**config.mk**
```make
export PLATFORM = sky130hd
export DESIGN_NAME = wb_unit_flat
export DESIGN_NICKNAME = d
export VERILOG_FILES = /design/src/rtl/wb_unit_if.sv /design/src/rtl/wb_unit.sv /design/src/flat_wrapper.sv
export SDC_FILE = /design/constraint.sdc
export NUM_CORES = 1
export LEC_CHECK = 0
export ABC_AREA = 0
export CAP_MARGIN = 20
export CORE_MARGIN = 2
export CORE_UTILIZATION = 45
export DETAILED_ROUTE_END_ITERATION = 8
export HOLD_SLACK_MARGIN = 0.06
export PLACE_DENSITY = 0.68
export SLEW_MARGIN = 0
export SYNTH_ARGS = -nofsm -noshare
export SYNTH_HDL_FRONTEND = slang
export SYNTH_SLANG_ARGS = --single-unit
```
**constraint.sdc**
```tcl
create_clock -name clk -period 3.25 [get_ports clk]
set_input_delay 0.325 -clock clk [delete_from_list [all_inputs] [get_ports clk]]
set_output_delay 0.325 -clock clk [all_outputs]
set_load 0.03 [all_outputs]
```
**src/rtl/wb_unit_if.sv**
```systemverilog
`default_nettype none
// ============================================================================
//  Module      : wb_unit_if
//  Description : Bundles the writeback unit's handshake, register-bank write
//                port and bypass-lookup signals.
//                slave  modport : the writeback unit itself
//                master modport : the producer/consumer side around it
//                Ports: flush/drain controls, LSU and ALU valid/ready result
//                channels, bank write strobe/data/address, two bypass queries.
//  Revision    : 1.0 - initial release
// ============================================================================
interface wb_unit_if #(
    parameter int DATA_W = 32,
    parameter int ADDR_W = 5
);
    logic              flush_i;
    logic              wb_en_i;

    logic              lsu_valid_i;
    logic              lsu_ready_o;
    logic [DATA_W-1:0] lsu_data_i;
    logic [ADDR_W-1:0] lsu_addr_i;

    logic              alu_valid_i;
    logic              alu_ready_o;
    logic [DATA_W-1:0] alu_data_i;
    logic [ADDR_W-1:0] alu_addr_i;

    logic              valid_out_o;
    logic [DATA_W-1:0] data_out_o;
    logic [ADDR_W-1:0] addr_out_o;

    logic [ADDR_W-1:0] q1_addr_i;
    logic [ADDR_W-1:0] q2_addr_i;
    logic              q1_hit_o;
    logic              q2_hit_o;
    logic [DATA_W-1:0] q1_data_o;
    logic [DATA_W-1:0] q2_data_o;

    modport slave (
        input  flush_i, wb_en_i,
        input  lsu_valid_i, lsu_data_i, lsu_addr_i,
        output lsu_ready_o,
        input  alu_valid_i, alu_data_i, alu_addr_i,
        output alu_ready_o,
        output valid_out_o, data_out_o, addr_out_o,
        input  q1_addr_i, q2_addr_i,
        output q1_hit_o, q2_hit_o, q1_data_o, q2_data_o
    );

    modport master (
        output flush_i, wb_en_i,
        output lsu_valid_i, lsu_data_i, lsu_addr_i,
        input  lsu_ready_o,
        output alu_valid_i, alu_data_i, alu_addr_i,
        input  alu_ready_o,
        input  valid_out_o, data_out_o, addr_out_o,
        output q1_addr_i, q2_addr_i,
        input  q1_hit_o, q2_hit_o, q1_data_o, q2_data_o
    );
endinterface
`default_nettype wire

```
**src/rtl/wb_unit.sv**
```systemverilog
`default_nettype none
// ============================================================================
//  Module      : wb_unit
//  Description : Writeback unit in front of the register bank write port.
//                Accepts LSU (priority) and ALU results, queues them in an
//                in-order FIFO, drains at most one per cycle to the bank and
//                offers a youngest-wins bypass view of in-flight writes.
//                Ports: clk, rst (sync, active-high), bus (wb_unit_if.slave).
//  Revision    : 1.0 - initial release
// ============================================================================
module wb_unit #(
    parameter int DATA_W = 32,
    parameter int ADDR_W = 5,
    parameter int DEPTH  = 4
) (
    input  wire logic   clk,
    input  wire logic   rst,
    wb_unit_if.slave    bus
);
    localparam int PTR_W = $clog2(DEPTH);
    localparam int CNT_W = PTR_W + 1;
    localparam logic [CNT_W-1:0] C_DEPTH = CNT_W'(DEPTH);

    // FIFO storage (no reset needed: only entries below count are ever read)
    logic [DATA_W-1:0] r_mem_data [DEPTH];
    logic [ADDR_W-1:0] r_mem_addr [DEPTH];

    logic [PTR_W-1:0]  r_wr_ptr;
    logic [PTR_W-1:0]  r_rd_ptr;
    logic [CNT_W-1:0]  r_count;
    logic              r_valid_out;
    logic [DATA_W-1:0] r_data_out;
    logic [ADDR_W-1:0] r_addr_out;

    logic              w_ready;
    logic              w_alu_ready;
    logic              w_lsu_fire;
    logic              w_alu_fire;
    logic              w_push;
    logic              w_pop;
    logic [DATA_W-1:0] w_enq_data;
    logic [ADDR_W-1:0] w_enq_addr;

    logic              w_q1_hit;
    logic              w_q2_hit;
    logic [DATA_W-1:0] w_q1_data;
    logic [DATA_W-1:0] w_q2_data;

    // Ready depends on registered count only, so a dequeue from a full FIFO
    // reopens ready one cycle later.
    assign w_ready     = !rst && !bus.flush_i && (r_count < C_DEPTH);
    assign w_alu_ready = w_ready && !bus.lsu_valid_i;

    assign w_lsu_fire  = bus.lsu_valid_i && w_ready;
    assign w_alu_fire  = bus.alu_valid_i && w_alu_ready;
    assign w_enq_data  = w_lsu_fire ? bus.lsu_data_i : bus.alu_data_i;
    assign w_enq_addr  = w_lsu_fire ? bus.lsu_addr_i : bus.alu_addr_i;

    // Handshakes to x0 complete but leave the FIFO untouched.
    assign w_push = (w_lsu_fire || w_alu_fire) && (w_enq_addr != '0);
    assign w_pop  = bus.wb_en_i && (r_count != '0) && !bus.flush_i;

    always_ff @(posedge clk) begin
        if (w_push) begin
            r_mem_data[r_wr_ptr] <= w_enq_data;
            r_mem_addr[r_wr_ptr] <= w_enq_addr;
        end
    end

    always_ff @(posedge clk) begin
        if (rst) begin
            r_wr_ptr    <= '0;
            r_rd_ptr    <= '0;
            r_count     <= '0;
            r_valid_out <= 1'b0;
            r_data_out  <= '0;
            r_addr_out  <= '0;
        end else if (bus.flush_i) begin
            // Output data/address hold; only the strobe is dropped.
            r_wr_ptr    <= '0;
            r_rd_ptr    <= '0;
            r_count     <= '0;
            r_valid_out <= 1'b0;
        end else begin
            if (w_push) begin
                r_wr_ptr <= r_wr_ptr + PTR_W'(1);
            end
            if (w_pop) begin
                r_data_out  <= r_mem_data[r_rd_ptr];
                r_addr_out  <= r_mem_addr[r_rd_ptr];
                r_valid_out <= 1'b1;
                r_rd_ptr    <= r_rd_ptr + PTR_W'(1);
            end else begin
                r_valid_out <= 1'b0;
            end
            case ({w_push, w_pop})
                2'b10:   r_count <= r_count + CNT_W'(1);
                2'b01:   r_count <= r_count - CNT_W'(1);
                default: r_count <= r_count;
            endcase
        end
    end

    // Bypass: walk oldest to youngest so later matches overwrite earlier
    // ones. The output register is the oldest pending write, then FIFO
    // entries from head towards tail-1.
    always_comb begin : p_bypass
        logic [PTR_W-1:0] v_idx;
        w_q1_hit  = 1'b0;
        w_q2_hit  = 1'b0;
        w_q1_data = '0;
        w_q2_data = '0;
        v_idx     = '0;
        if (r_valid_out) begin
            if ((bus.q1_addr_i != '0) && (bus.q1_addr_i == r_addr_out)) begin
                w_q1_hit  = 1'b1;
                w_q1_data = r_data_out;
            end
            if ((bus.q2_addr_i != '0) && (bus.q2_addr_i == r_addr_out)) begin
                w_q2_hit  = 1'b1;
                w_q2_data = r_data_out;
            end
        end
        for (int i = 0; i < DEPTH; i++) begin
            v_idx = r_rd_ptr + PTR_W'(i);
            if (CNT_W'(i) < r_count) begin
                if ((bus.q1_addr_i != '0) && (bus.q1_addr_i == r_mem_addr[v_idx])) begin
                    w_q1_hit  = 1'b1;
                    w_q1_data = r_mem_data[v_idx];
                end
                if ((bus.q2_addr_i != '0) && (bus.q2_addr_i == r_mem_addr[v_idx])) begin
                    w_q2_hit  = 1'b1;
                    w_q2_data = r_mem_data[v_idx];
                end
            end
        end
    end

    assign bus.lsu_ready_o = w_ready;
    assign bus.alu_ready_o = w_alu_ready;
    assign bus.valid_out_o = r_valid_out;
    assign bus.data_out_o  = r_data_out;
    assign bus.addr_out_o  = r_addr_out;
    assign bus.q1_hit_o    = w_q1_hit;
    assign bus.q2_hit_o    = w_q2_hit;
    assign bus.q1_data_o   = w_q1_data;
    assign bus.q2_data_o   = w_q2_data;
endmodule
`default_nettype wire

```
**src/flat_wrapper.sv**
```systemverilog
// flat-port wrapper written by rule: the top's interface ports become plain ports
module wb_unit_flat 
#(
    parameter int DATA_W = 32,
    parameter int ADDR_W = 5,
    parameter int DEPTH  = 4
)
  (clk, rst, bus_flush_i, bus_wb_en_i, bus_lsu_valid_i, bus_lsu_data_i, bus_lsu_addr_i, bus_lsu_ready_o, bus_alu_valid_i, bus_alu_data_i, bus_alu_addr_i, bus_alu_ready_o, bus_valid_out_o, bus_data_out_o, bus_addr_out_o, bus_q1_addr_i, bus_q2_addr_i, bus_q1_hit_o, bus_q2_hit_o, bus_q1_data_o, bus_q2_data_o);
  wb_unit_if #(.DATA_W(DATA_W), .ADDR_W(ADDR_W)) bus_i ();
  input  wire logic clk;
  input  wire logic rst;
  input wire logic [$bits(bus_i.flush_i)-1:0] bus_flush_i;
  input wire logic [$bits(bus_i.wb_en_i)-1:0] bus_wb_en_i;
  input wire logic [$bits(bus_i.lsu_valid_i)-1:0] bus_lsu_valid_i;
  input wire logic [$bits(bus_i.lsu_data_i)-1:0] bus_lsu_data_i;
  input wire logic [$bits(bus_i.lsu_addr_i)-1:0] bus_lsu_addr_i;
  output wire logic [$bits(bus_i.lsu_ready_o)-1:0] bus_lsu_ready_o;
  input wire logic [$bits(bus_i.alu_valid_i)-1:0] bus_alu_valid_i;
  input wire logic [$bits(bus_i.alu_data_i)-1:0] bus_alu_data_i;
  input wire logic [$bits(bus_i.alu_addr_i)-1:0] bus_alu_addr_i;
  output wire logic [$bits(bus_i.alu_ready_o)-1:0] bus_alu_ready_o;
  output wire logic [$bits(bus_i.valid_out_o)-1:0] bus_valid_out_o;
  output wire logic [$bits(bus_i.data_out_o)-1:0] bus_data_out_o;
  output wire logic [$bits(bus_i.addr_out_o)-1:0] bus_addr_out_o;
  input wire logic [$bits(bus_i.q1_addr_i)-1:0] bus_q1_addr_i;
  input wire logic [$bits(bus_i.q2_addr_i)-1:0] bus_q2_addr_i;
  output wire logic [$bits(bus_i.q1_hit_o)-1:0] bus_q1_hit_o;
  output wire logic [$bits(bus_i.q2_hit_o)-1:0] bus_q2_hit_o;
  output wire logic [$bits(bus_i.q1_data_o)-1:0] bus_q1_data_o;
  output wire logic [$bits(bus_i.q2_data_o)-1:0] bus_q2_data_o;
  assign bus_i.flush_i = bus_flush_i;
  assign bus_i.wb_en_i = bus_wb_en_i;
  assign bus_i.lsu_valid_i = bus_lsu_valid_i;
  assign bus_i.lsu_data_i = bus_lsu_data_i;
  assign bus_i.lsu_addr_i = bus_lsu_addr_i;
  assign bus_lsu_ready_o = bus_i.lsu_ready_o;
  assign bus_i.alu_valid_i = bus_alu_valid_i;
  assign bus_i.alu_data_i = bus_alu_data_i;
  assign bus_i.alu_addr_i = bus_alu_addr_i;
  assign bus_alu_ready_o = bus_i.alu_ready_o;
  assign bus_valid_out_o = bus_i.valid_out_o;
  assign bus_data_out_o = bus_i.data_out_o;
  assign bus_addr_out_o = bus_i.addr_out_o;
  assign bus_i.q1_addr_i = bus_q1_addr_i;
  assign bus_i.q2_addr_i = bus_q2_addr_i;
  assign bus_q1_hit_o = bus_i.q1_hit_o;
  assign bus_q2_hit_o = bus_i.q2_hit_o;
  assign bus_q1_data_o = bus_i.q1_data_o;
  assign bus_q2_data_o = bus_i.q2_data_o;
  wb_unit #(.DATA_W(DATA_W), .ADDR_W(ADDR_W), .DEPTH(DEPTH)) u_core (.clk(clk), .rst(rst), .bus(bus_i));
endmodule
```
== Word level (Yosys, flattened, before mapping) ==
Memory sizes are Yosys's and may differ from the RTL's. A register that Yosys moved wholly into a read port is not among the register bits.
Cells that the tools add are included.

* Add/subtract/negate cells: 6
* $lt $le $gt $ge: 5
* Equal/unequal tests: 12
* Multiplexer cells: 50
* Bitwise logic cells: 1
* Reductions and logical operators: 29

{| class="wikitable"
|+ Operators by type and width
! operator !! number
|-
| $mux W32 || 21
|-
| $eq A5 B5 Y1 || 10
|-
| $mux W1 || 23
|-
| $logic_and A1 B1 Y1 || 18
|-
| $reduce_bool A5 Y1 || 3
|-
| $mux W2 || 4
|-
| $lt A1 B3 Y1 const A || 2
|-
| $lt A2 B3 Y1 const A || 2
|-
| $pmux W3 S2 || 1
|-
| $mux W5 || 1
|-
| $add A2 B1 Y2 const B || 2
|-
| $add A2 B2 Y2 const B || 2
|-
| $add A3 B1 Y3 const B || 1
|-
| $logic_not A1 Y1 || 3
|-
| $lt A3 B3 Y1 const B || 1
|-
| $reduce_bool A3 Y1 || 1
|-
| $sub A3 B1 Y3 const B || 1
|-
| $eq A2 B1 Y1 const B || 1
|-
| $eq A2 B2 Y1 const B || 1
|-
| $reduce_and A2 Y1 || 1
|-
| $reduce_bool A2 Y1 || 1
|-
| $reduce_or A2 Y1 || 1
|-
| $logic_or A1 B1 Y1 || 1
|-
| $not A1 Y1 || 1
|}

* Bits in registers: 45
* RAM bits: 148
* Input port bits: 90
* Output and inout port bits: 106
* Word-level logic and storage cells: 111
* Memories kept: 2

{| class="wikitable"
|+ Memory list
! name !! depth !! width !! read ports !! clocked after memory_dff !! wr ports !! RTL line !! source
|-
| u_core.r_mem_data || 4 || 32 || 4 || 1 || 1 || wb_unit.sv:25 || <nowiki>logic [DATA_W-1:0] r_mem_data [DEPTH];</nowiki>
|-
| u_core.r_mem_addr || 4 || 5 || 4 || 1 || 1 || wb_unit.sv:26 || <nowiki>logic [ADDR_W-1:0] r_mem_addr [DEPTH];</nowiki>
|}

== Logic depth before layout (Yosys ltp) ==
Gate-level depths: netlist (run 1).

* Depth after elaboration: 12
* Gate-level depth with buffers: 11
* Mapped depth without buffers: 10

== Worst setup path before layout (run 1) ==
No wires, ideal clock.

* Path kind: register -> output
* Start point: register (tool-made name)
* End point: output bus_q2_data_o[24]
* Arrival: 2913 ps
* Data required time: 2925 ps
* Setup slack: 12 ps
* Cell stages (with the launch flop): 9
* Path buffers: 2
* Path through: dfxtp_1 buf_2 mux4_2 xnor2_1 o21ai_1 nor4_4 clkbuf_1 a221oi_1 o31ai_1

{| class="wikitable"
|+ RTL lines
! what !! RTL line !! source
|-
| to (decl) || flat_wrapper.sv:30 || <nowiki>output wire logic [$bits(bus_i.q2_data_o)-1:0] bus_q2_data_o;</nowiki>
|}

==> results of run 1 <==
-- cell type report --
type                       count  area share (%)
clock buffer                  18            2.24
tap                          384            2.51
multi-input combinational    878            46.5
sequential                   195            28.2
timing repair buffer         356            19.5
inverter                      10           0.196
clock inverter                14           0.829
-- worst paths after layout --
| check | end | startpoint | slack, ps | cells after the start |
|---|---|---|---|---|
| max | bus_q2_data_o[12] | register | -310 | 11 |
| min | u_core.r_count[2] | rst | 360 | 3 |
| max reg2reg | u_core.r_count[2] | u_core.r_count[2] | 440 | 9 |
| min reg2reg | u_core.bus.data_out_o[7] | u_core.bus.data_out_o[7] | 510 | 2 |
-- cells by family after synthesis --
logic type	share of synthesized area, %
flip-flops	41.2
adder cells (fa/ha/maj)	0.861
AND/OR/NAND/NOR	10.1
multiplexers	25.0
AO/OA/AOI/OAI	15.1
buffers and inverters	4.03
XOR/XNOR	3.82
-- flip-flops by register name (all words and copies together), names as in the netlist, named ones only --
name and flops:
u_core.r_mem_data 128, u_core.bus.data_out_o 32, u_core.r_mem_addr 20, u_core.bus.addr_out_o 5, u_core.r_count 3, u_core.r_rd_ptr 2
u_core.r_wr_ptr 2, u_core.bus.valid_out_o 1
-- worst register-to-register path: stages, from the launching register on --
cell and delay (ps):
dfxtp_1 460, nor4b_2 340, buf_4 190, mux2_2 400, o41a_1 530, inv_1 100
ha_1 200, mux2i_1 100, or3_1 300, a21oi_1 140
-- placed cells by master, fill, tap and decap left out, drive strengths merged, types with 2 or more instances in the layout --
| cell type | instances |
|---|---|
| buf | 226 |
| nor4 | 6 |
| a2bb2oi | 29 |
| nand2b | 2 |
| inv | 17 |
| nand3 | 3 |
| xnor2 | 41 |
| or2 | 5 |
| clkdlybuf4s50 | 128 |
| or3 | 2 |
| nor3 | 22 |
| o21ai | 36 |
| and2 | 7 |
| o21bai | 9 |
| nand2 | 142 |
| mux2 | 101 |
| o31ai | 60 |
| mux2i | 46 |
| ha | 9 |
| clkbuf | 20 |
| a221oi | 63 |
| o21a | 2 |
| edfxtp | 148 |
| a21oi | 73 |
| mux4 | 74 |
| o22ai | 2 |
| xor2 | 16 |
| dfxtp | 47 |
| nor4b | 3 |
| a2bb2o | 3 |
| clkinv | 7 |
| nand4 | 4 |
| nor2 | 111 |
-- power by group through the flow --
stage               Sequential [µW]  Clock (µW)  Combinational [µW]
finish                         2760        2120                 645
global route                   2760        2230                 680
CTS                            2750        2130                 612
detailed placement             2810           0                 580
global placement               2810           0                 572
floorplan                      2810           0                 304
-- stage by stage --
stage               total power, µW  hold WS [ps]  util, %
floorplan                      3120           538        -
global placement               3380           476     56.8
detailed placement             3390           480     56.8
CTS                            5490           337     63.4
global route                   5670           394     67.0
finish                         5520           362     67.0
-- layer usage --
metal | vias to the layer above | wire length, µm | GRT usage, %
met5 | - | 0 | 0
met4 | 0 | 1350 | 9.10
met3 | 121 | 4260 | 5.49
met2 | 750 | 22200 | 47.9
met1 | 5929 | 18200 | 38.1
li1 | 5137 | - | -
-- timing repair --
| item | CTS | global route |
|---|---|---|
| setup buffers | 23 | 18 |
| resized for setup | 193 | 157 |
| setup endpoints to repair | 66 | 66 |
| hold buffers | 0 | 0 |
| cloned | 3 | 2 |
| pin swaps | 35 | 35 |
==> impl_metrics.py, run 1 <==
metrics = {
    "floorplan": {
        "dieArea_um2": 30400,
        "rows": 62,
        "pin_count": 196,
        "die_y_um": 174,
        "core_area_um2": 28600,
        "initial_core_util_pct": 45.7,
        "fp.dieW_um": 174,
    },
    "global_routing": {
        "grt_pass1_wl_um": 68000,
        "grt_pass1_vias": 11800,
        "grt_overflow": 0,
        "grt_usage_pct": 28.8,
        "grt_antenna_before_repair": 0,
        "grt_max_degree": 53,
    },
    "cts": {
        "cts_sinks": 195,
        "cts-root-buf": "clkbuf_16",
        "cts-buffers-inserted": 17,
        "cts_tree": "yes",
        "cts.clk_slew.worst_paths_ps": 80,
        "clk-insertion-delay-late_ps": 440,
        "htreeDepth": 4,
        "clk_path_buf_depth": 2,
    },
    "placed_design": {
        "dpl_worst_slack_ps": -159,
        "placed_area_um2": 16300,
        "dp_hpwl_um": 29100,
        "io_buffers": 195,
        "dp_cells": 1782,
        "place.gp.congestion": 0.893,
    },
    "outcome": {
        "status": "complete, but fails checks",
        "violations": "setup timing",
    },
    "timing": {
        "hold_violations": 0,
        "fin_setup_tns_ps": -13680,
        "drv_slew": 0,
        "relSlewSlack_pct": 57.0,
        "fin_crit_sh_pct": 110,
        "fmax_mhz": 281,
        "finalCriticalPeriod_ps": 3560,
        "clock_skew_ps": 13.6,
        "rsz0062_at_grt": "yes",
        "worst_slew_pin_slew_ps": 645,
        "setup_slack_ps": -309,
        "finalSetupViolCount": 65,
    },
    "cells_and_area": {
        "fin_nets": 1557,
        "antenna_cells": 0,
        "area_delta_synth_final_pct": 46.5,
        "final_area_um2": 19200,
        "drive_gt1_share_pct": 43.6,
        "multi_input_area_um2": 8910,
        "final_cell_count_no_fill": 1855,
        "regArea_um2": 5400,
        "nFillCells": 1973,
    },
    "synth": {
        "synth.cell_area_um2": 13100,
        "yosysSeqAreaShare_pct": 41.2,
        "async_flop_share_pct": 0,
        "synth_top_area_share_pct": 34.0,
        "syn_avg_cell_area_um2": 10.9,
        "ys_types": 44,
        "yosysTopAreaCell": "edfxtp_1",
        "netlist_instances": 1195,
        "yosys.cell_count.top_type": "edfxtp_1",
        "synth_edf_count": 148,
        "synth_common_cells": "148 x edfxtp_1, 142 x nand2_1, 111 x nor2_1, 101 x mux2_2, 74 x mux4_2",
        "synth_seq_cells": 195,
        "synth_warnings": 0,
        "synth_area_leaders": "edfxtp_1 34%, mux4_2 13%, mux2_2 8.7%",
        "synthFlopType": "edfxtp_1",
        "syn_nets": 1294,
    },
    "pwr": {
        "combPwrFrac_pct": 11.7,
        "swShare_pct": 26.1,
        "p_leak_uw": 0.00651,
        "ir_drop_mv": 0.316,
        "power.internal_uw": 4080,
        "powerDensity_nw_per_um2": 288,
        "clkPwrFrac_pct": 38.4,
        "switching_power_uw": 1440,
        "seq_power_share_pct": 49.9,
    },
    "worst_setup_path": {
        "crit_arrival_ps": 3230,
        "cp-end-kind": "output port",
        "crit_path_frequent_cell": "buf_6",
        "worst_setup_path_start_kind": "register",
        "crit_fanout": 11,
        "cp.required_ps": 2920,
        "slowest_stage": "mux4_2",
        "path_delay_family": "buffers and inverters",
        "max_stage_delay_ps": 590,
        "path_buf_inv": 4,
        "crit_type": "reg2out",
        "crit_chain": "mux4_2, nor3_2, o21ai_2, nor4_4, buf_6, nor2_4, buf_6, buf_8, a221oi_1, o31ai_1, buf_4",
    },
    "worst_hold_path": {
        "hold_path.class": "in2reg",
    },
    "drt": {
        "wire_per_inst_um": 24.8,
        "vias": 11900,
        "drc": 0,
        "postRouteWirelength_um": 46000,
        "first_iter_violations": 1403,
        "firstDrtPassIters": 6,
        "post_drt_via_cell_ratio": 6.44,
        "final_antenna_net_count": 0,
    },
    "job": {
        "cap_violations": 0,
    },
}
Note: power is estimated with default switching activity, not from simulation.
==> run 2: changes to the inputs <==
- CORE_MARGIN: 2 -> 8
==> run 2 against run 1 <==
Effect of this change:
- the flow still finishes with violations (setup timing)
- largest cell class unchanged
- sequential share of layout area decreased by 0.24 points
- clock skew about the same
- fmax decreased by 2.9%
- clock power increased by 3%
- design area increased by 0.87%
==> impl_metrics.py, run 2 (synthesized netlist as in run 1, its figures left out) <==
metrics = {
    "outcome": {
        "status": "complete, but fails checks",
        "violations": "setup timing",
    },
    "floorplan": {
        "dieArea_um2": 34800,
        "die_y_um": 186,
        "fp.dieW_um": 186,
        "pin_count": 196,
        "initial_core_util_pct": 45.7,
        "rows": 62,
        "core_area_um2": 28600,
    },
    "cells_and_area": {
        "largest_reg_flops": 128,
        "final_cell_count_no_fill": 1869,
        "area_delta_synth_final_pct": 47.8,
        "nFillCells": 1967,
        "mostFrequentLayoutCells": "148 x edfxtp_1, 128 x nand2_1, 128 x clkdlybuf4s50_1",
        "final_area_um2": 19300,
        "antenna_cells": 0,
        "fin_nets": 1571,
        "drive_gt1_share_pct": 41.8,
        "final_common_cell": "edfxtp_1",
        "top_register": "u_core.r_mem_data",
    },
    "worst_hold_path": {
        "hold_depth": 3,
        "min_from": "rst",
        "hold_path.class": "in2reg",
        "min_to": "u_core.r_count[2]",
    },
    "worst_setup_path": {
        "r2r_setup_slack_ps": 530,
        "worst_setup_path_start_kind": "input pin",
        "crit_arrival_ps": 3340,
        "path_delay_family": "buffers and inverters",
        "path_buf_inv": 7,
        "crit_chain": "clkdlybuf4s50_1, nor4_1, nand2b_1, buf_4, o2111ai_2, buf_4, o21bai_4, buf_12, buf_12, buf_4, o31ai_1, buf_4",
        "crit_type": "in2out",
        "slowest_stage": "nor4_1",
        "crit_fanout": 5,
        "crit_path_frequent_cell": "buf_4",
        "regToRegStartpoint": "u_core.r_count[2]",
        "cp.required_ps": 2920,
        "r2r_cells": 9,
        "max_stage_delay_ps": 700,
        "r2r_end": "u_core.r_count[2]",
        "cp-end-kind": "output port",
    },
    "placed_design": {
        "placed_area_um2": 16200,
        "place.gp.congestion": 0.881,
        "dp_cells": 1774,
        "dp_hpwl_um": 29800,
        "io_buffers": 195,
    },
    "cts": {
        "htreeDepth": 4,
        "cts_sinks": 195,
        "postCtsHoldBufs": 0,
        "cts-buffers-inserted": 17,
        "clk-insertion-delay-late_ps": 450,
        "cts_tree": "yes",
        "clk_path_buf_depth": 2,
        "cts.clk_slew.worst_paths_ps": 80,
        "cts-root-buf": "clkbuf_16",
    },
    "global_routing": {
        "grt_max_degree": 57,
        "grt_pass1_wl_um": 71400,
        "grt_overflow": 0,
        "grt_antenna_before_repair": 0,
        "grt_usage_pct": 26.0,
        "grt_pass1_vias": 12100,
    },
    "timing": {
        "drv_slew": 0,
        "rsz0062_at_grt": "yes",
        "fmax_mhz": 273,
        "fin_setup_tns_ps": -17430,
        "relSlewSlack_pct": 48.1,
        "finalSetupViolCount": 66,
        "worst_slew_pin_slew_ps": 771,
        "hold_violations": 0,
        "fin_crit_sh_pct": 113,
        "clock_skew_ps": 13.5,
        "fin_hold_ws_ps": 346,
        "setup_slack_ps": -414,
        "finalCriticalPeriod_ps": 3660,
    },
    "pwr": {
        "ir_drop_mv": 0.392,
        "powerDensity_nw_per_um2": 289,
        "p_leak_uw": 0.00655,
    },
    "drt": {
        "post_drt_via_cell_ratio": 6.41,
        "postRouteWirelength_um": 48600,
        "first_iter_violations": 1152,
        "final_antenna_net_count": 0,
        "drc": 0,
        "firstDrtPassIters": 5,
        "wire_per_inst_um": 26.0,
        "vias": 12000,
    },
    "job": {
        "cap_violations": 0,
    },
}
==> run 2: cell types whose count changed in the layout (fill, tap and decap cells not counted), moves of 8 or more <==
cell	delta
a2bb2oi_1	+21
a2bb2oi_2	-16
buf_12	+10
buf_4	-10
nand2_1	+8
o31ai_4	-10
==> run 2: layout make-up <==
| class | instances | area (µm²) | area share (%) |
|---|---|---|---|
| multi-input combinational | 877 | 8630 | 44.6 |
| clock inverter | 15 | 179 | 0.926 |
| sequential | 195 | 5400 | 27.9 |
| inverter | 10 | 37.5 | 0.194 |
| timing repair buffer | 371 | 4180 | 21.6 |
| clock buffer | 17 | 425 | 2.20 |
| tap | 384 | 480 | 2.49 |
==> run 2: report_power, final <==
group | switching [µW] | internal [µW]
Sequential | 33.0 | 2720
Clock | 1140 | 1050
Combinational | 326 | 324
Total | 1490 | 4100
==> run 2: worst max-delay path by stage <==
stage | to | cells past startpoint | slack (ps) | from
floorplan | bus_q2_data_o[24] | 8 | 10 | register
global placement | bus_q1_data_o[17] | 9 | -140 | bus_q1_addr_i[1]
detailed placement | bus_q1_data_o[14] | 10 | -140 | bus_q1_addr_i[1]
CTS | bus_q1_data_o[15] | 10 | -290 | register
global route | bus_q2_data_o[23] | 12 | -460 | bus_q2_addr_i[1]
finish | bus_q2_data_o[15] | 12 | -410 | bus_q2_addr_i[0]
==> run 2: worst min-delay path, delay by kind of cell <==
kind / cells / cell delay (ps)
AO/OA/AOI/OAI: 1 / 60
buffers and inverters: 1 / 100
AND/OR/NAND/NOR: 1 / 250
==> run 2: what timing repair did <==
action	in CTS	in global routing
buffers inserted	37	18
gates cloned	8	4
pin swaps	64	39
gates resized for setup	168	166
setup endpoints to repair	66	66
==> run 2: routing by layer <==
metal | wire length, µm | vias up | track usage (%)
met4 | 2210 | 0 | 12.2
met5 | 0 | - | 0
li1 | - | 5171 | -
met3 | 4290 | 183 | 5.61
met1 | 18600 | 5874 | 32.2
met2 | 23500 | 757 | 42.9
==> run 2: per-stage QoR <==
step,power (µW),util (%),setup slack (ps)
after global routing,5750,67.5,-464
after CTS,5570,63.6,-289
final,5590,67.5,-414
after detailed placement,3380,56.5,-138
after floorplan,3120,-,12.3
after global placement,3370,56.5,-143
